[src/rtl/taillight_seq_monitor.sv]
// Receive-side checker for the six turn-signal lamp lines: tracks the legal
// 000 -> A -> AB -> ABC -> 000 sweep per side, flags faults and counts completed sweeps.
module taillight_seq_monitor #(
  parameter int STEP_CYCLES = 1,
  parameter int CNT_W       = 8
) (
  input  logic             clk,
  input  logic             reset,
  input  logic             la,
  input  logic             lb,
  input  logic             lc,
  input  logic             ra,
  input  logic             rb,
  input  logic             rc,
  output logic             busy_left,
  output logic             busy_right,
  output logic             seq_done,
  output logic             seq_dir,
  output logic             err,
  output logic [1:0]       err_code,
  output logic             err_sticky,
  output logic [CNT_W-1:0] left_cnt,
  output logic [CNT_W-1:0] right_cnt
);

  localparam int               HC_W    = $clog2(STEP_CYCLES + 1);
  localparam logic [HC_W-1:0]  HC_MAX  = HC_W'(STEP_CYCLES);
  localparam logic [HC_W-1:0]  HC_ONE  = HC_W'(1);
  localparam logic [CNT_W-1:0] CNT_MAX = {CNT_W{1'b1}};

  typedef enum logic [2:0] {
    S_SYNC = 3'd0, S_IDLE = 3'd1, S_L1 = 3'd2, S_L2 = 3'd3,
    S_L3 = 3'd4, S_R1 = 3'd5, S_R2 = 3'd6, S_R3 = 3'd7
  } state_t;

  typedef enum logic [2:0] {
    P_ILL = 3'd0, P_OFF = 3'd1, P_L1 = 3'd2, P_L2 = 3'd3,
    P_L3 = 3'd4, P_R1 = 3'd5, P_R2 = 3'd6, P_R3 = 3'd7
  } pat_t;

  function automatic pat_t pat_of(input state_t s);
    case (s)
      S_L1:    pat_of = P_L1;
      S_L2:    pat_of = P_L2;
      S_L3:    pat_of = P_L3;
      S_R1:    pat_of = P_R1;
      S_R2:    pat_of = P_R2;
      S_R3:    pat_of = P_R3;
      default: pat_of = P_OFF;
    endcase
  endfunction

  // The only pattern that may legally follow each lit step.
  function automatic pat_t succ_of(input state_t s);
    case (s)
      S_L1:    succ_of = P_L2;
      S_L2:    succ_of = P_L3;
      S_R1:    succ_of = P_R2;
      S_R2:    succ_of = P_R3;
      S_L3:    succ_of = P_OFF;
      S_R3:    succ_of = P_OFF;
      default: succ_of = P_ILL;
    endcase
  endfunction

  function automatic state_t state_of(input pat_t p);
    case (p)
      P_L1:    state_of = S_L1;
      P_L2:    state_of = S_L2;
      P_L3:    state_of = S_L3;
      P_R1:    state_of = S_R1;
      P_R2:    state_of = S_R2;
      P_R3:    state_of = S_R3;
      default: state_of = S_IDLE;
    endcase
  endfunction

  state_t           state_q, state_d;
  logic [HC_W-1:0]  hc_q, hc_d;
  logic             busy_left_q, busy_left_d, busy_right_q, busy_right_d;
  logic             seq_done_q, seq_done_d, seq_dir_q, seq_dir_d;
  logic             err_q, err_d, err_sticky_q, err_sticky_d;
  logic [1:0]       err_code_q, err_code_d, fault_s;
  logic [CNT_W-1:0] left_cnt_q, left_cnt_d, right_cnt_q, right_cnt_d;
  pat_t             pat_s;

  // Lamp pattern decode; anything outside the six legal lit patterns and OFF is illegal.
  always_comb begin
    case ({la, lb, lc, ra, rb, rc})
      6'b000000: pat_s = P_OFF;
      6'b100000: pat_s = P_L1;
      6'b110000: pat_s = P_L2;
      6'b111000: pat_s = P_L3;
      6'b000100: pat_s = P_R1;
      6'b000110: pat_s = P_R2;
      6'b000111: pat_s = P_R3;
      default:   pat_s = P_ILL;
    endcase
  end

  // Next-state, fault classification and output computation.
  always_comb begin
    state_d      = state_q;
    hc_d         = hc_q;
    seq_done_d   = 1'b0;
    seq_dir_d    = seq_dir_q;
    err_d        = 1'b0;
    err_code_d   = err_code_q;
    err_sticky_d = err_sticky_q;
    left_cnt_d   = left_cnt_q;
    right_cnt_d  = right_cnt_q;
    fault_s      = 2'd0;
    case (state_q)
      S_SYNC: begin
        if (pat_s == P_OFF) state_d = S_IDLE;
        else                state_d = S_SYNC;
      end
      S_IDLE: begin
        if (pat_s == P_OFF) begin
          state_d = S_IDLE;
        end else if (pat_s == P_L1 || pat_s == P_R1) begin
          state_d = state_of(pat_s);
          hc_d    = HC_ONE;
        end else if (pat_s == P_ILL) begin
          fault_s = 2'd1;
        end else begin
          fault_s = 2'd2;
        end
      end
      default: begin
        if (pat_s == P_ILL) begin
          fault_s = 2'd1;
        end else if (pat_s == pat_of(state_q)) begin
          if (hc_q == HC_MAX) fault_s = 2'd3;
          else                hc_d    = hc_q + HC_ONE;
        end else if (pat_s != succ_of(state_q)) begin
          fault_s = 2'd2;
        end else if (hc_q != HC_MAX) begin
          fault_s = 2'd3;
        end else if (pat_s == P_OFF) begin
          state_d    = S_IDLE;
          hc_d       = {HC_W{1'b0}};
          seq_done_d = 1'b1;
          if (state_q == S_L3) begin
            seq_dir_d  = 1'b0;
            left_cnt_d = (left_cnt_q == CNT_MAX) ? left_cnt_q : left_cnt_q + {{(CNT_W-1){1'b0}}, 1'b1};
          end else begin
            seq_dir_d   = 1'b1;
            right_cnt_d = (right_cnt_q == CNT_MAX) ? right_cnt_q : right_cnt_q + {{(CNT_W-1){1'b0}}, 1'b1};
          end
        end else begin
          state_d = state_of(pat_s);
          hc_d    = HC_ONE;
        end
      end
    endcase
    // A fault resynchronises: straight to IDLE if the lamps are already dark.
    if (fault_s != 2'd0) begin
      err_d        = 1'b1;
      err_code_d   = fault_s;
      err_sticky_d = 1'b1;
      hc_d         = {HC_W{1'b0}};
      state_d      = (pat_s == P_OFF) ? S_IDLE : S_SYNC;
    end else begin
      err_d        = 1'b0;
    end
    busy_left_d  = (state_d == S_L1) || (state_d == S_L2) || (state_d == S_L3);
    busy_right_d = (state_d == S_R1) || (state_d == S_R2) || (state_d == S_R3);
  end

  // State and registered outputs.
  always_ff @(posedge clk) begin
    if (reset) begin
      state_q      <= S_SYNC;
      hc_q         <= {HC_W{1'b0}};
      busy_left_q  <= 1'b0;
      busy_right_q <= 1'b0;
      seq_done_q   <= 1'b0;
      seq_dir_q    <= 1'b0;
      err_q        <= 1'b0;
      err_code_q   <= 2'd0;
      err_sticky_q <= 1'b0;
      left_cnt_q   <= {CNT_W{1'b0}};
      right_cnt_q  <= {CNT_W{1'b0}};
    end else begin
      state_q      <= state_d;
      hc_q         <= hc_d;
      busy_left_q  <= busy_left_d;
      busy_right_q <= busy_right_d;
      seq_done_q   <= seq_done_d;
      seq_dir_q    <= seq_dir_d;
      err_q        <= err_d;
      err_code_q   <= err_code_d;
      err_sticky_q <= err_sticky_d;
      left_cnt_q   <= left_cnt_d;
      right_cnt_q  <= right_cnt_d;
    end
  end

  assign busy_left  = busy_left_q;
  assign busy_right = busy_right_q;
  assign seq_done   = seq_done_q;
  assign seq_dir    = seq_dir_q;
  assign err        = err_q;
  assign err_code   = err_code_q;
  assign err_sticky = err_sticky_q;
  assign left_cnt   = left_cnt_q;
  assign right_cnt  = right_cnt_q;

endmodule
[config.mk]
export PLATFORM = sky130hd
export DESIGN_NAME = taillight_seq_monitor
export DESIGN_NICKNAME = d
export VERILOG_FILES = /design/src/rtl/taillight_seq_monitor.sv
export SDC_FILE = /design/constraint.sdc
export NUM_CORES = 1
export LEC_CHECK = 0
export BUFFER_PORTS_ARGS = -buffer_cell sky130_fd_sc_hd__clkbuf_2
export CAP_MARGIN = 20
export CORE_MARGIN = 2
export CORE_UTILIZATION = 40
export DETAILED_ROUTE_END_ITERATION = 7
export PLACE_DENSITY = 0.67
export SETUP_SLACK_MARGIN = 0.2
export SLEW_MARGIN = 20
export SYNTH_ARGS = -nofsm -noshare
export SYNTH_HDL_FRONTEND = slang
export SYNTH_SLANG_ARGS = --single-unit
[constraint.sdc]
create_clock -name clk -period 3.8 [get_ports clk]
set_clock_uncertainty 0.1 [all_clocks]
set_input_delay 0.76 -clock clk [delete_from_list [all_inputs] [get_ports clk]]
set_output_delay 0.76 -clock clk [all_outputs]
set_load 0.03 [all_outputs]
After elaboration in Yosys (flattened, before gate mapping) --
Cells that the tools add are included. Widths: inputs -> output; s select.
Operators by class: mux-type cells 40, reductions and logical operators 17, equal/unequal tests 34, $add $sub $neg 3, bitwise logic cells 9
Operators with widths (count):
- $mux 3 | 13
- $eq 3x3->1 const B | 12
- $pmux 3 s6 | 2
- $pmux 3 s7 | 1
- $eq 3x2->1 const B | 6
- $eq 6x3->1 const B | 3
- $eq 6x6->1 const B | 3
- $add 8x1->8 const B | 2
- $eq 8x8->1 const B | 2
- $mux 2 | 8
- $reduce_and 8->1 | 2
- $pmux 3 s5 | 1
- $mux 1 | 12
- $not 1->1 | 9
- $reduce_or 7->1 | 1
- $eq 3x1->1 const B | 2
- $logic_not 3->1 | 2
- $logic_not 6->1 | 1
- $pmux 3 s2 | 1
- $reduce_and 6->1 | 1
- $reduce_or 2->1 | 3
- $logic_or 1x1->1 | 5
- $reduce_and 5->1 | 1
- $ne 2x2->1 const B | 2
- 8 further kinds | 8
Storage, ports and cells: bits of input ports 8, bits in registers 28

Longest topological paths before layout --
depth in word-level cells 19, depth in mapped cells 12, depth with buffers taken out 8

Worst setup path before layout --
No wires, ideal clock.
path type input port to flip-flop, start input la, end register right_cnt_q[7] (netlist: right_cnt[7]), stages 10, library setup time 0.071 ns, arrival time 3.210 ns, data required time 3.629 ns, path slack 0.420 ns, cell sequence buf_2 -> or4b_2 -> a21oi_2 -> and3_1 -> nand3_1 -> o211a_1 -> or3_1 -> buf_2 -> or4_1 -> a21oi_1
Between the ends: cells in the longest elaborated chain, start to end 5, elaborated cells on any way between the ends 16, classes of those cells eq/ne: 9; mux: 1; bitwise: 3; reduce/logical: 3
Ends and longest elaborated chain:
- from (decl) | line 9 | input logic la,
- $eq 6x3->1 (tied with other cells) | line 89 | case ({la, lb, lc, ra, rb, rc})
- $pmux 3 s7 (*) | line 89
- $ne 3x3->1 (tied with other cells) | line 136 | end else if (pat_s != succ_of(state_q)) begin
- $not 1->1 (no line)
- $reduce_and 8->1 (no line) (*)
- to (signal assigned) | line 184 | right_cnt_q <= {CNT_W{1'b0}};
- to (signal assigned) | line 196 | right_cnt_q <= right_cnt_d;
- to (decl) | line 84 | logic [CNT_W-1:0] left_cnt_q, left_cnt_d, right_cnt_q, right_cnt_d;
Every way passes the cells marked *; elsewhere a longest branch is shown, timed or not. A chain may end at the register's enable or synchronous reset.

Worst setup path in the final report --
start input ra, end register right_cnt_q[2] (netlist: right_cnt[2])
Between the ends: cells in the longest elaborated chain, start to end 5, elaborated cells on any way between the ends 16, classes of those cells eq/ne: 9; mux: 1; bitwise: 3; reduce/logical: 3
Ends and longest elaborated chain:
- from (decl) | line 12 | input logic ra,
- $eq 6x3->1 (tied with other cells) | line 89
- $pmux 3 s7 (*) | line 89
- $ne 3x3->1 (tied with other cells) | line 136
- $not 1->1 (no line)
- $reduce_and 8->1 (no line) (*)
Marks and branches as above.

==> summary.md <==
| Metric | Value |
|---|---|
| Antenna violation net count after detailed routing | 0 |
| Final min period | between 3 and 4 ns |
| Worst Setup End Kind | flip-flop |
| Area grow syn2layout | 17.5% |
| Total internal power | 0.471 mW |
| Reg2Reg Setup Slack | 0.98 ns |
| Unrepaired setup endpoints after global routing | no |
| Root Driver | clkbuf_8 |
| Async set-or-reset flop fraction in the synthesized netlist | 0% |
| Least-Margin Pin Slew | approximately 0.66 ns |
| Switch Pwr | 0.157 mW |
| CTS Buf Count | 3 |
| Max-slew headroom | between 50% and 60% |
| Crit. Startpoint | ra |
| Die height | 71.3 um |
| Core Util, Final | 48.8% |
| CTS Sinks | 28 |
| Register area share after synthesis | between 30% and 40% |
| Layout cells sized above 1 | a little over a fifth |
| Total GRT Usage | between 10% and 20% |
| Seq pwr share | 49.0% |
| Met3 wire len | about 330 um |
| Crit share post-route | around 91% |
| Cts hold-fix bufs | 0 |
| Initial antenna violation count | 0 |
| Post-Syn Area per Cell | 7.76 sq um |
| Fill count | 423 |
| Hold Startpoint | err_code[1] |
| Slew Limit Fails | 0 |
| Total gr overflow | 0 |
| Starting Density | just over 40% |
| Post-Syn Area | 1810 sq um |
| Final Wtd Congestion | between 0.9 and 1 |
| Leakage | 0.787 nW |
| Vias per Instance | about 6 |
| Hold Path Class | reg -> reg |
| Detailed Route WL | 4450 um |
| Req. time, crit path | approximately 3.9 ns |
| Synth Net Count | 243 |
| CTS resizes | 0 |
| Iteration-0 DRC Markers | roughly 230 |
| # setup viols final | 0 |
| Gate power share | 13.6% |
| Max layer used | met4 |
| # IOs | 32 |
| First-pass GRT wire length | between 7000 and 8000 um |
| Worst EP arrival | 3.56 ns |
| Row count | 24 |
| DRC viols | 0 |
| Final Hold Fails | 0 |
| Routed length on met1 | slightly above 2000 um |
| Longest Clk Path Bufs | 2 |
| Post-CTS Setup Bufs | 0 |
| Die Area | ~5100 sq um |
| Startpoint Class | primary input |
| FF+latch count, synth | 28 |
| Post-synth EDFFs | 0 |
| Syn. warnings | 0 |
| Largest net degree at the start of global routing | 31 |
| Pwr Density | ~300 nW/um^2 |
| WL/cell | 14.0 um |
| Max Fclk | 0.288 GHz |
| Netlist cell types | 52 |
| Fin Setup TNS | 0 ns |
| Die Wd | 71.3 um |
| CORE AREA | 4350 sq um |
| Port Buffers | 31 |
| Critical path class | in -> reg |
| Post-Synthesis Cells | 233 |
| Number of global-route vias before repair | ~1.6k |
| Worst-path clk slew | 0.09 ns |
| Max Cap Violations | 0 |
| Clk_lat worst skew | 0.28 ns |
| Final net count | 276 |
| First drt pass iteration count | 4 |
| R2r startpoint | state_q[1] |
| Ant. Diodes | 0 |
| Clock power share | 37.5% |
| DR WL met2 | 2020 um |
| VDD IR max | 289 uV |
| Primary FF master, synth | dfxtp_1 |
| Outcome | complete, no violations |
| Worst Path Max Fanout | 16 |
| Detailed placement HPWL | 3260 um |
| Switch share | 25.0% |
| CTS tree | done |
| Vias | 1896 |
| CTS H-Tree Depth | 1 |
[placed cells by master, fill, tap and decap left out, types with 2 or more instances in the layout]
master / n
a211oi_1: 2
a21o_1: 2
a21oi_1: 13
a31o_2: 2
a31oi_1: 3
and2_1: 2
and3_1: 9
buf_4: 11
clkbuf_2: 31
clkbuf_8: 3
dfxtp_1: 28
ha_1: 2
inv_1: 8
mux2i_1: 4
nand2_1: 10
nand2b_1: 3
nand3_1: 19
nand4_1: 5
nor2_1: 24
nor2b_1: 3
nor3_1: 8
nor4_1: 6
o21ai_0: 9
o311ai_0: 3
o31a_1: 4
o31ai_1: 7
or2_2: 3
or3_1: 5
or4_1: 6
xnor2_1: 6
[layout make-up]
type | count | area (sq um) | area share [%]
Tap cell | 52 | 65.1 | 3.06
Inverter | 9 | 33.8 | 1.59
Clock buffer | 3 | 41.3 | 1.94
Multi-Input combinational cell | 182 | 1160 | 54.4
Timing Repair Buffer | 42 | 238 | 11.2
Clock inverter | 1 | 30.0 | 1.41
Sequential cell | 28 | 561 | 26.4
[sequential cells by signal (all words and copies together) (netlist names)]
register	flops
left_cnt	8
right_cnt	8
state_q	3
err_code	2
busy_left	1
busy_right	1
err	1
err_sticky	1
hc_q	1
seq_dir	1
seq_done	1
[worst max-delay path, stage by stage]
cell and delay (ns):
clkbuf_2 0.14, or4b_2 0.69, a21oi_2 0.23, and3_1 0.21, nand3_1 0.12, o211a_1 0.15
or3_1 0.56, or4_1 0.54, a21oi_1 0.17
[cell usage after synthesis (2+ instances only)]
master | number | area share, %
nor2b_1 | 3 | 1.0
a31o_2 | 2 | 0.97
nand2b_1 | 3 | 1.0
nor3_1 | 8 | 2.2
clkbuf_1 | 10 | 2.1
o31a_1 | 4 | 1.9
nor2_1 | 24 | 5.0
a21o_1 | 2 | 0.83
and2_1 | 2 | 0.69
or4_1 | 6 | 2.5
mux2i_1 | 4 | 2.2
or3_1 | 5 | 1.7
xnor2_1 | 6 | 2.9
inv_1 | 8 | 1.7
nor4_1 | 6 | 2.1
nand2_1 | 10 | 2.1
or2_2 | 3 | 1.0
o21ai_0 | 9 | 2.5
and3_1 | 9 | 3.1
a31oi_1 | 3 | 1.0
dfxtp_1 | 28 | 31
o311ai_0 | 3 | 1.5
ha_1 | 2 | 1.4
nand4_1 | 5 | 1.7
a211oi_1 | 2 | 0.83
nand3_1 | 19 | 5.3
buf_2 | 4 | 1.1
o31ai_1 | 7 | 2.9
a21oi_1 | 13 | 3.6
[kinds of logic (layout without fill, tap and decap cells)]
family,Yosys count,count (layout),share of synthesized area [%]
xor+xnor,6,6,2.90
buf+inv,23,55,5.05
mux,5,5,2.84
fa+ha+maj,2,2,1.38
compound gates,61,61,24.8
flops,28,28,31.0
simple gates,108,108,32.0
[metal layers]
layer	track usage (%)	vias up
li1	-	948
met1	24.5	862
met2	28.0	80
met3	2.39	6
met4	5.03	0
met5	0	-
[final timing paths]
path                  endpoint  depth (start not counted)
setup / recovery  right_cnt[2]                          9
hold / removal     err_code[1]                          2
setup reg to reg  right_cnt[2]                          8
hold reg to reg    err_code[1]                          2
[stage by stage]
stage	std cells	hold WS, ns	setup slack, ns	cell area (sq um)	total power [mW]
2_1_floorplan	233	0.510	0.420	1810	0.373
3_3_place_gp	313	0.373	0.163	2050	0.398
3_5_place_dp	313	0.388	0.0637	2050	0.399
4_1_cts	317	0.404	0.345	2130	0.633
5_1_grt	317	0.422	0.218	2130	0.655
6_report	317	0.397	0.333	2130	0.629
[power groups by stage]
| stage | Combinational [mW] | Clock (mW) | Sequential, mW |
|---|---|---|---|
| after floorplan | 0.0551 | 0 | 0.318 |
| after global placement | 0.0836 | 0 | 0.314 |
| after detailed placement | 0.0843 | 0 | 0.314 |
| after CTS | 0.0846 | 0.241 | 0.308 |
| after global routing | 0.0932 | 0.253 | 0.309 |
| final | 0.0853 | 0.236 | 0.308 |
No activity file was read; power rests on OpenSTA's default activity.
